<file path="src/rtl/adc_sample_averager.sv">
// Block (boxcar-and-dump) averager: sums 2**LOG2_N strobed ADC samples and emits
// their truncated mean with a one-cycle valid pulse. Define MINMAX_EN for block min/max outputs.
module adc_sample_averager #(
  parameter int DATA_W = 8,
  parameter int LOG2_N = 4
) (
  input  logic              sys_clk,
  input  logic              rst,
  input  logic              en,
  input  logic [DATA_W-1:0] sample_in,
  input  logic              sample_stb,
  output logic [DATA_W-1:0] avg_out,
  output logic              avg_valid,
  output logic [LOG2_N-1:0] sample_idx
`ifdef MINMAX_EN
  ,
  output logic [DATA_W-1:0] min_out,
  output logic [DATA_W-1:0] max_out
`endif
);

  localparam int ACC_W = DATA_W + LOG2_N;

  typedef enum logic {S_IDLE, S_ACCUM} state_t;

  state_t              r_state;
  logic [ACC_W-1:0]    r_acc;
  logic [LOG2_N-1:0]   r_idx;
  logic [DATA_W-1:0]   r_avg;
  logic                r_valid;

  logic [ACC_W-1:0]    w_sum;
  logic                w_last;
  logic                w_take;
  logic                w_done;

  assign w_sum  = r_acc + ACC_W'(sample_in);
  assign w_last = &r_idx;
  // en low overrides everything, so a strobe coincident with en falling is dropped.
  assign w_take = en && (r_state == S_ACCUM) && sample_stb;
  assign w_done = w_take && w_last;

  always_ff @(posedge sys_clk or posedge rst) begin
    if (rst) begin
      r_state <= S_IDLE;
      r_acc   <= '0;
      r_idx   <= '0;
      r_avg   <= '0;
      r_valid <= 1'b0;
    end else begin
      r_valid <= 1'b0;
      if (!en) begin
        r_state <= S_IDLE;
        r_acc   <= '0;
        r_idx   <= '0;
      end else begin
        case (r_state)
          S_IDLE:  r_state <= S_ACCUM;
          S_ACCUM: begin
            if (w_done) begin
              r_avg   <= w_sum[ACC_W-1:LOG2_N];
              r_valid <= 1'b1;
              r_acc   <= '0;
              r_idx   <= '0;
            end else if (w_take) begin
              r_acc <= w_sum;
              r_idx <= r_idx + LOG2_N'(1);
            end
          end
          default: r_state <= S_IDLE;
        endcase
      end
    end
  end

  assign avg_out    = r_avg;
  assign avg_valid  = r_valid;
  assign sample_idx = r_idx;

`ifdef MINMAX_EN
  logic [DATA_W-1:0] r_min, r_max, r_min_out, r_max_out;
  logic [DATA_W-1:0] w_min_nxt, w_max_nxt;

  assign w_min_nxt = (sample_in < r_min) ? sample_in : r_min;
  assign w_max_nxt = (sample_in > r_max) ? sample_in : r_max;

  // Running extremes re-arm to all-ones / zero whenever a block starts or is discarded.
  always_ff @(posedge sys_clk or posedge rst) begin
    if (rst) begin
      r_min     <= '1;
      r_max     <= '0;
      r_min_out <= '0;
      r_max_out <= '0;
    end else if (!en) begin
      r_min <= '1;
      r_max <= '0;
    end else if (w_done) begin
      r_min_out <= w_min_nxt;
      r_max_out <= w_max_nxt;
      r_min     <= '1;
      r_max     <= '0;
    end else if (w_take) begin
      r_min <= w_min_nxt;
      r_max <= w_max_nxt;
    end
  end

  assign min_out = r_min_out;
  assign max_out = r_max_out;
`endif

endmodule
</file>
<file path="config.mk">
export PLATFORM = sky130hd
export DESIGN_NAME = adc_sample_averager
export DESIGN_NICKNAME = d
export VERILOG_FILES = /design/src/rtl/adc_sample_averager.sv
export SDC_FILE = /design/constraint.sdc
export NUM_CORES = 1
export LEC_CHECK = 0
export CORE_MARGIN = 4
export CORE_UTILIZATION = 47
export DETAILED_ROUTE_END_ITERATION = 10
export GPL_TIMING_DRIVEN = 0
export PLACE_DENSITY_LB_ADDON = 0.05
export RECOVER_POWER = 25
export SLEW_MARGIN = 40
export SYNTH_ARGS = -nofsm -noshare
export SYNTH_HDL_FRONTEND = slang
export SYNTH_SLANG_ARGS = --single-unit
export TNS_END_PERCENT = 30
</file>
<file path="constraint.sdc">
create_clock -name sys_clk -period 1.8 [get_ports sys_clk]
set_input_delay 0.18 -clock sys_clk [delete_from_list [all_inputs] [get_ports sys_clk]]
set_output_delay 0.18 -clock sys_clk [all_outputs]
set_load 0.05 [all_outputs]
</file>
==> flow_summary.json, run 1 <==
{
  "cts_sinks": 26,
  "syn_area_um2": 1460,
  "setup_violations": 8,
  "synthArstFlopShare_pct": 100,
  "die_w_um": 63.7,
  "grtUsageTotal_pct": 17.9,
  "outcome": "finished, violations left",
  "numCtsBuffers": 3,
  "hpwl_um": 2300,
  "layout_worst_path_cycle_share_pct": 107,
  "die_height_um": 63.7,
  "totalPowerFinal_mw": 1.20,
  "ir_drop_v": 0.000294,
  "grt_overflow": 0,
  "tightest_slew_ns": 0.982,
  "netlist_instances": 141,
  "synth_area_leader_cell": "dfrtp_1",
  "yosys_warnings": 0,
  "cts_tree": "yes",
  "routed_wl_um": 3390,
  "switching_share_pct": 27.9,
  "cp-end-kind": "flop",
  "postSynthAreaPerCell_um2": 10.3,
  "reg2reg_depth": 8,
  "hold_path.class": "in -> reg",
  "synthToLayoutAreaGrowth_pct": 37.3,
  "avgRoutedWirePerCell_um": 16.2,
  "synth_flop_cell": "dfrtp_1",
  "die-area_um2": 4060,
  "ios": 25,
  "gp_congestion": 0.761,
  "yosysSeqAreaShare_pct": 44.6,
  "worstPathRequired_ns": 2.06,
  "powerDensity_nw_per_um2": 601,
  "grt_antenna_before_repair": 0,
  "hold_viol": 0,
  "seqPwrFrac_pct": 51.4,
  "synth_edf_count": 0,
  "critPathMaxFanout": 3,
  "fin_crit_ns": 1.93,
  "cts_max_level": 1,
  "grt_max_degree": 27,
  "coreArea_um2": 2850,
  "power_leakage_nw": 0.879,
  "holdPathStages": 1,
  "layout.nets": 202,
  "arrival_ns": 2.19,
  "max_slew_margin_pct": 34.5,
  "skew_ns": 0.00332,
  "p_int_mw": 0.868,
  "drive_gt1_share_pct": 25.1,
  "power.switching_mw": 0.336,
  "cts-hold-fix-buffers": 0,
  "routed_via_density": 5.84,
  "syn_nets": 163,
  "pre_cts_ws_ns": -0.542,
  "ys_types": 41,
  "finalInstanceArea_um2": 2000,
  "path_class": "reg -> reg",
  "drt_iter0_drc": 31,
  "cts.clk_slew.worst_paths_ns": 0.14,
  "clk_path_buf_depth": 2,
  "cts_root_buf": "clkbuf_4",
  "start_util_pct": 51.1,
  "combinationalPowerShare_pct": 23.5,
  "grt_first_pass_wirelength_um": 5980,
  "worstSkewPairLatency_ns": 0.32,
  "drv_slew": 0,
  "antennaDiodeCount": 0,
  "fmax_mhz": 519,
  "grt_pass1_vias": 1299,
  "dr.pass1.iters": 6,
  "antenna_left": 0,
  "row_count": 19,
  "multiInputGateArea_um2": 911,
  "pwr-share-clk_pct": 25.0,
  "yosys-top-cells-area": "dfrtp_1 45%, ha_1 7.7%, mux2_2 3.9%, a21oi_1 3.1%, nand2_1 3.1%",
  "yosys.cell_count.top_type": "dfrtp_1",
  "seq_area_um2": 653,
  "port_buffers": 24,
  "synth_commonest_cells": "26 x dfrtp_1, 12 x nand2_1, 9 x a21oi_1, 9 x ha_1, 8 x inv_1",
  "drv_cap": 0,
  "drc_errors": 0,
  "synth-seq-cells": 26,
  "dpl_cell_area_um2": 1750,
  "rsz0062_at_grt": "yes",
  "worst_slack_ns": -0.128,
  "vias": 1226,
  "fillers": 216,
  "synth_top_area_share_pct": 44.6,
  "crit_path_start_kind": "flop",
  "violations": "negative setup slack"
}
final cells by class:
class                      instances  share of cell area, %
multi-input combinational        104                   45.5
clock buffer                       4                   1.81
timing repair buffer              34                   15.9
inverter                           9                   1.87
sequential                        26                   32.6
buffer                             2                  0.437
tap                               31                   1.94
cell families after synthesis:
kind of cell / after synthesis / synth area share, %
muxes: 6 / 4.55
adders and majority gates: 10 / 9.09
AOI/OAI and AO/OA: 45 / 22.0
buffers and inverters: 11 / 2.83
DFF: 26 / 44.6
xor gates and xnor gates: 9 / 5.40
and+or+nand+nor: 34 / 11.5
layout by cell type, fill, tap and decap left out, types with 2 or more instances in the layout:
| master | count |
|---|---|
| o21a_1 | 4 |
| o211ai_1 | 3 |
| a21oi_1 | 8 |
| nand2b_1 | 3 |
| inv_1 | 7 |
| mux2_4 | 3 |
| buf_4 | 10 |
| xnor2_1 | 5 |
| mux2_2 | 2 |
| clkbuf_4 | 3 |
| o31ai_2 | 2 |
| a21o_1 | 3 |
| clkdlybuf4s50_1 | 21 |
| dfrtp_2 | 2 |
| xor2_1 | 4 |
| a22o_1 | 5 |
| dfrtp_1 | 24 |
| ha_1 | 2 |
| nand3_1 | 5 |
| nor2_1 | 3 |
| o21ai_0 | 5 |
| ha_4 | 6 |
| o21ai_1 | 2 |
| nand2_1 | 12 |
| dlygate4sd3_1 | 2 |
repair_timing:
action | CTS | global route
resized for setup | 10 | 19
setup endpoints to repair | 11 | 18
pin swaps | 8 | 13
setup buffers | 5 | 5
metal layers:
metal	up-vias	part of all wire, %	global-route usage (%)	wire (um)
li1	585	-	-	-
met2	32	52	32.3	1760
met4	0	1.2	2.96	40
met3	10	3.8	3.73	129
met5	-	0	0	0
met1	599	43	22.4	1460
metrics by stage:
step / setup TNS [ns] / cells / utilization, % / hold WS (ns)
6_report: -0.387 / 210 / 70.2 / 0.491
3_3_place_gp: -4.45 / 196 / 61.2 / 0.467
2_1_floorplan: -0.105 / 141 / - / 0.211
5_1_grt: -1.21 / 210 / 70.2 / 0.485
3_5_place_dp: -4.92 / 196 / 61.2 / 0.486
4_1_cts: -0.315 / 205 / 65.9 / 0.209
sequential cells by signal (all words and copies together), names as in the netlist:
name and cells:
r_state 1, r_acc 12, sample_idx 4, avg_valid 1, avg_out 8
worst max-delay path, cell delays in order, from the launching register on:
cell	delay, ns
dfrtp_1	0.37
ha_2	0.19
inv_2	0.04
fa_2	0.37
nor2b_4	0.15
o31ai_2	0.08
a31o_2	0.25
or3_1	0.34
o21ai_1	0.08
worst paths after layout:
kind	startpoint	to	slack (ns)
worst max-delay path	r_acc[0]	r_acc[10]	-0.13
worst min-delay path	en	r_state	0.49
worst max register to register	r_acc[0]	r_acc[10]	-0.13
worst min register to register	avg_out[4]	avg_out[4]	0.52
max in group asynchronous	rst	sample_idx[0]	0.64
min in group asynchronous	rst	sample_idx[3]	0.50
power groups by stage:
stage | registers (mW) | clock network, mW | logic [mW]
finish | 0.620 | 0.302 | 0.283
global route | 0.623 | 0.334 | 0.309
CTS | 0.617 | 0.310 | 0.239
detailed placement | 0.626 | 0 | 0.215
global placement | 0.625 | 0 | 0.207
floorplan | 0.631 | 0 | 0.142
Note: power is estimated with default switching activity, not from simulation.
==> run 2, diff against run 1 <==
--- a/config.mk
+++ b/config.mk
@@ -9,8 +9,9 @@
 export CORE_UTILIZATION = 47
 export DETAILED_ROUTE_END_ITERATION = 10
 export GPL_TIMING_DRIVEN = 0
-export PLACE_DENSITY_LB_ADDON = 0.05
+export PLACE_DENSITY = 0.75
 export RECOVER_POWER = 25
+export SKIP_CTS_REPAIR_TIMING = 1
 export SLEW_MARGIN = 40
 export SYNTH_ARGS = -nofsm -noshare
 export SYNTH_HDL_FRONTEND = slang
==> run 2 against run 1 <==
The run still ends with negative setup slack left. Via count down 1.8%. Critical path depth unchanged. Global-route usage down 0.97 points. Sequential share of layout area up 1.2 points. Flip-flop and latch count unchanged. Clock skew up 0.0097 ns. Wire length down 0.18%. Sequential power about the same. Clock power up 34%.
==> flow_summary.json, run 2 (synthesis results as in run 1) <==
{
  "outcome": "finished, violations left",
  "violations": "negative setup slack",
  "p_int_mw": 0.945,
  "cts_tree": "yes",
  "antennaDiodeCount": 0,
  "grt_overflow": 0,
  "hpwl_um": 2260,
  "dpl_cell_area_um2": 1750,
  "clk_path_buf_depth": 2,
  "port_buffers": 24,
  "arrival_ns": 2.24,
  "power.switching_mw": 0.333,
  "drv_slew": 0,
  "fin_crit_ns": 1.96,
  "powerDensity_nw_per_um2": 662,
  "worstSkewPairLatency_ns": 0.33,
  "pwr-share-clk_pct": 31.7,
  "finalInstanceArea_um2": 1930,
  "vias": 1204,
  "ios": 25,
  "setup_violations": 11,
  "seqPwrFrac_pct": 48.3,
  "die_height_um": 63.7,
  "layout_worst_path_cycle_share_pct": 109,
  "drt_iter0_drc": 40,
  "grtUsageTotal_pct": 17.0,
  "synthToLayoutAreaGrowth_pct": 32.4,
  "cts_root_buf": "clkbuf_4",
  "coreArea_um2": 2850,
  "grt_pass1_vias": 1201,
  "hold_viol": 0,
  "antenna_left": 0,
  "cts_sinks": 26,
  "final_common_cell": "dfrtp_1",
  "worstPathRequired_ns": 2.07,
  "grt_first_pass_wirelength_um": 5440,
  "power_leakage_nw": 0.870,
  "cts_max_level": 1,
  "hold_path.class": "in -> async",
  "dr.pass1.iters": 5,
  "ir_drop_v": 0.000421,
  "max_slew_margin_pct": 35.8,
  "layout_common_cells": "24 x dfrtp_1, 20 x clkdlybuf4s50_1, 12 x nand2_1, 8 x a21oi_1, 7 x inv_1",
  "tightest_slew_ns": 0.962,
  "tns_ns": -0.689,
  "row_count": 19,
  "routed_via_density": 5.84,
  "start_util_pct": 51.1,
  "skew_ns": 0.0130,
  "top_register": "r_acc",
  "combinationalPowerShare_pct": 20.0,
  "fmax_mhz": 509,
  "gp_congestion": 0.832,
  "drc_errors": 0,
  "largest_register_ffs": 12,
  "critPathMaxFanout": 3,
  "layout.nets": 198,
  "worst_slack_ns": -0.164,
  "drive_gt1_share_pct": 20.0,
  "cp-end-kind": "flop",
  "path_class": "reg -> reg",
  "crit_path_start_kind": "flop",
  "rrSetupSlack_ns": -0.16,
  "rsz0062_at_grt": "yes",
  "avgRoutedWirePerCell_um": 16.4,
  "numCtsBuffers": 3,
  "die-area_um2": 4060,
  "switching_share_pct": 26.1,
  "grt_max_degree": 27,
  "die_w_um": 63.7,
  "cts.clk_slew.worst_paths_ns": 0.15,
  "drv_cap": 0,
  "routed_wl_um": 3390,
  "grt_antenna_before_repair": 0
}
==> run 2: worst paths after layout <==
kind                             from            end  depth (start not counted)
max                          r_acc[0]      r_acc[10]                          8
min                               rst       r_acc[8]                          2
max reg2reg                  r_acc[0]      r_acc[10]                          8
min reg2reg                avg_out[4]     avg_out[4]                          2
max in group asynchronous         rst  sample_idx[0]                          2
min in group sys_clk               en        r_state                          1
==> run 2: power groups by stage <==
| stage | sequential [mW] | combinational (mW) | clock [mW] |
|---|---|---|---|
| after global routing | 0.621 | 0.279 | 0.439 |
| after floorplan | 0.631 | 0.142 | 0 |
| after global placement | 0.625 | 0.206 | 0 |
| final | 0.618 | 0.256 | 0.405 |
| after CTS | 0.616 | 0.218 | 0.411 |
| after detailed placement | 0.627 | 0.214 | 0 |
==> run 2: critical path, stage by stage, from the launching register on <==
cell     delay, ns
dfrtp_1       0.43
ha_4          0.17
inv_2         0.04
fa_2          0.37
nor2b_4       0.17
o31ai_4       0.08
a31o_2        0.26
or3_1         0.34
o21ai_1       0.07
==> run 2: per-layer routing <==
| metal | up-vias | GRT usage [%] | wire [um] |
|---|---|---|---|
| met3 | 9 | 3.02 | 120 |
| met2 | 29 | 32.1 | 1770 |
| met1 | 586 | 19.0 | 1430 |
| met5 | - | 0 | 0 |
| li1 | 580 | - | - |
| met4 | 0 | 5.66 | 68 |
==> run 2: area by class of cell <==
class                   count  area, um2
plain buffers               2       8.76
clock buffers               3       22.5
clock inverters             1       30.0
fillers                   228        921
inverters                   9       33.8
multi-input cells         104        855
flip-flops and latches     26        653
well taps                  31       38.8
repair buffers             30        290
==> run 2: through the flow <==
step	total power [mW]	instances	hold slack, ns	worst slack (ns)	util (%)
after floorplan	0.773	141	0.211	-0.0860	-
after global placement	0.831	196	0.469	-0.502	61.2
after detailed placement	0.841	196	0.481	-0.534	61.2
after CTS	1.25	200	0.218	-0.253	63.0
after global routing	1.34	206	0.496	-0.217	67.7
final	1.28	206	0.485	-0.164	67.7
==> run 3, diff against run 2 <==
--- a/config.mk
+++ b/config.mk
@@ -5,12 +5,13 @@
 export SDC_FILE = /design/constraint.sdc
 export NUM_CORES = 1
 export LEC_CHECK = 0
-export CORE_MARGIN = 4
+export CORE_MARGIN = 3
 export CORE_UTILIZATION = 47
 export DETAILED_ROUTE_END_ITERATION = 10
 export GPL_TIMING_DRIVEN = 0
 export PLACE_DENSITY = 0.75
 export RECOVER_POWER = 25
+export SETUP_SLACK_MARGIN = 0.4
 export SKIP_CTS_REPAIR_TIMING = 1
 export SLEW_MARGIN = 40
 export SYNTH_ARGS = -nofsm -noshare
==> run 3 against run 2 <==
The flow still finishes with violations (negative setup slack). Total power fell by 7.1%. Cell area increased by 4.0%. Sequential power about the same. Hold slack gained 0.0076 ns. Via count fell by 1.8%. First-iteration DRC count rose by 15%. Clock-buffer cell count grew 1. Combinational power rose by 3%. Register-to-register slack improved by 0.02 ns.
==> flow_summary.json, run 3 (synthesis results as in run 1) <==
{
  "outcome": "finished, violations left",
  "violations": "negative setup slack",
  "grt_overflow": 0,
  "grt_max_degree": 27,
  "die_height_um": 61.7,
  "cts_sinks": 26,
  "clk_path_buf_depth": 2,
  "ios": 25,
  "worstSkewPairLatency_ns": 0.33,
  "largest_register_ffs": 12,
  "grtUsageTotal_pct": 18.6,
  "ir_drop_v": 0.000338,
  "fin_crit_ns": 1.94,
  "rsz0062_at_grt": "yes",
  "cts.clk_slew.worst_paths_ns": 0.14,
  "cts_max_level": 1,
  "drv_cap": 0,
  "start_util_pct": 51.1,
  "coreArea_um2": 2850,
  "instances_no_fill": 206,
  "finalInstanceArea_um2": 2010,
  "layout_common_cells": "23 x dfrtp_1, 12 x nand2_1, 9 x a21oi_1, 9 x clkdlybuf4s50_1, 9 x dlymetal6s2s_1",
  "arrival_ns": 2.21,
  "dr.pass1.iters": 4,
  "drive_gt1_share_pct": 26.9,
  "drt_iter0_drc": 46,
  "routed_wl_um": 3410,
  "hpwl_um": 2320,
  "port_buffers": 24,
  "dpl_cell_area_um2": 1780,
  "tightest_slew_ns": 0.971,
  "routed_via_density": 5.74,
  "gp_congestion": 0.831,
  "antennaDiodeCount": 0,
  "vias": 1182,
  "layout_worst_path_cycle_share_pct": 108,
  "synthToLayoutAreaGrowth_pct": 37.7,
  "max_slew_margin_pct": 35.2,
  "grt_first_pass_wirelength_um": 5300,
  "drc_errors": 0,
  "drv_slew": 0,
  "path_class": "reg -> reg",
  "avgRoutedWirePerCell_um": 16.6,
  "final_common_cell": "dfrtp_1",
  "grt_pass1_vias": 1224,
  "grt_antenna_before_repair": 0,
  "dp.cells": 196,
  "crit_path_start_kind": "flop",
  "power_leakage_nw": 1.02,
  "reg2reg_depth": 8,
  "skew_ns": 0.00442,
  "cts_tree": "yes",
  "antenna_left": 0,
  "hold_path.class": "in -> async",
  "fin_util_pct": 70.4,
  "row_count": 19,
  "worst_slack_ns": -0.143,
  "die-area_um2": 3810,
  "hold_viol": 0,
  "worstPathRequired_ns": 2.07,
  "worstReg2RegEnd": "r_acc[10]",
  "layout.nets": 198,
  "cts_root_buf": "clkbuf_4",
  "critPathMaxFanout": 3,
  "fmax_mhz": 515,
  "top_register": "r_acc",
  "powerDensity_nw_per_um2": 591,
  "pre_cts_ws_ns": -0.479,
  "numCtsBuffers": 3,
  "cp-end-kind": "flop",
  "setup_violations": 8,
  "r2r-start": "r_acc[0]",
  "rrSetupSlack_ns": -0.14,
  "die_w_um": 61.7
}
[run 3: changes by cell type in the layout (fill, tap and decap cells not counted), moves of 2 or more]
| cell | before | now |
|---|---|---|
| clkdlybuf4s50_1 | 20 | 9 |
| clkbuf_2 | 1 | 4 |
| mux2_2 | 5 | 3 |
| dlymetal6s2s_1 | 2 | 9 |
| ha_2 | 3 | 0 |
| ha_4 | 3 | 7 |
| o31ai_1 | 2 | 0 |
| o31ai_2 | 0 | 2 |
| mux2_4 | 0 | 2 |
[run 3: cell type report]
type / count / area, um2
clock buffer: 4 / 36.3
inverter: 9 / 38.8
timing repair buffer: 30 / 288
sequential: 26 / 654
tap: 31 / 38.8
fill: 236 / 843
multi-input combinational: 104 / 938
buffer: 2 / 15.0
[run 3: how the worst max path moves through the flow]
stage                       from   endpoint  slack (ns)  cells past startpoint
floorplan               r_acc[0]  r_acc[10]       -0.05                      8
global placement    sample_in[0]  r_acc[10]       -0.43                      9
detailed placement  sample_in[0]  r_acc[10]       -0.48                      9
CTS                     r_acc[0]  r_acc[10]       -0.21                      8
global route            r_acc[0]  r_acc[10]       -0.21                      8
finish                  r_acc[0]  r_acc[10]       -0.14                      8
[run 3: per-layer routing]
layer  vias up  GRT usage, %  part of all wire, %
met3         2          2.69                  3.8
met4         0          3.64                 0.73
li1        574             -                    -
met1       585          23.9                   42
met5         -             0                    0
met2        21          33.3                   54
[run 3: power breakdown]
part	internal [mW]	switching, mW
logic	0.128	0.135
registers	0.602	0.0184
clock network	0.124	0.181
total	0.853	0.334
[run 3: per-stage QoR]
stage,TNS (ns),total power [mW],hold slack [ns]
2_1_floorplan,-0.0474,0.777,0.211
3_3_place_gp,-3.87,0.836,0.468
3_5_place_dp,-4.61,0.846,0.479
4_1_cts,-0.974,1.14,0.213
5_1_grt,-1.33,1.25,0.499
6_report,-0.487,1.19,0.492
[run 3: critical path: stages, from the launching register on]
cell and delay (ns):
dfrtp_1 0.41, ha_4 0.16, inv_2 0.04, fa_2 0.36, nor2b_4 0.14, o31ai_2 0.08, a31o_2 0.26, or3_1 0.35
o21ai_1 0.09
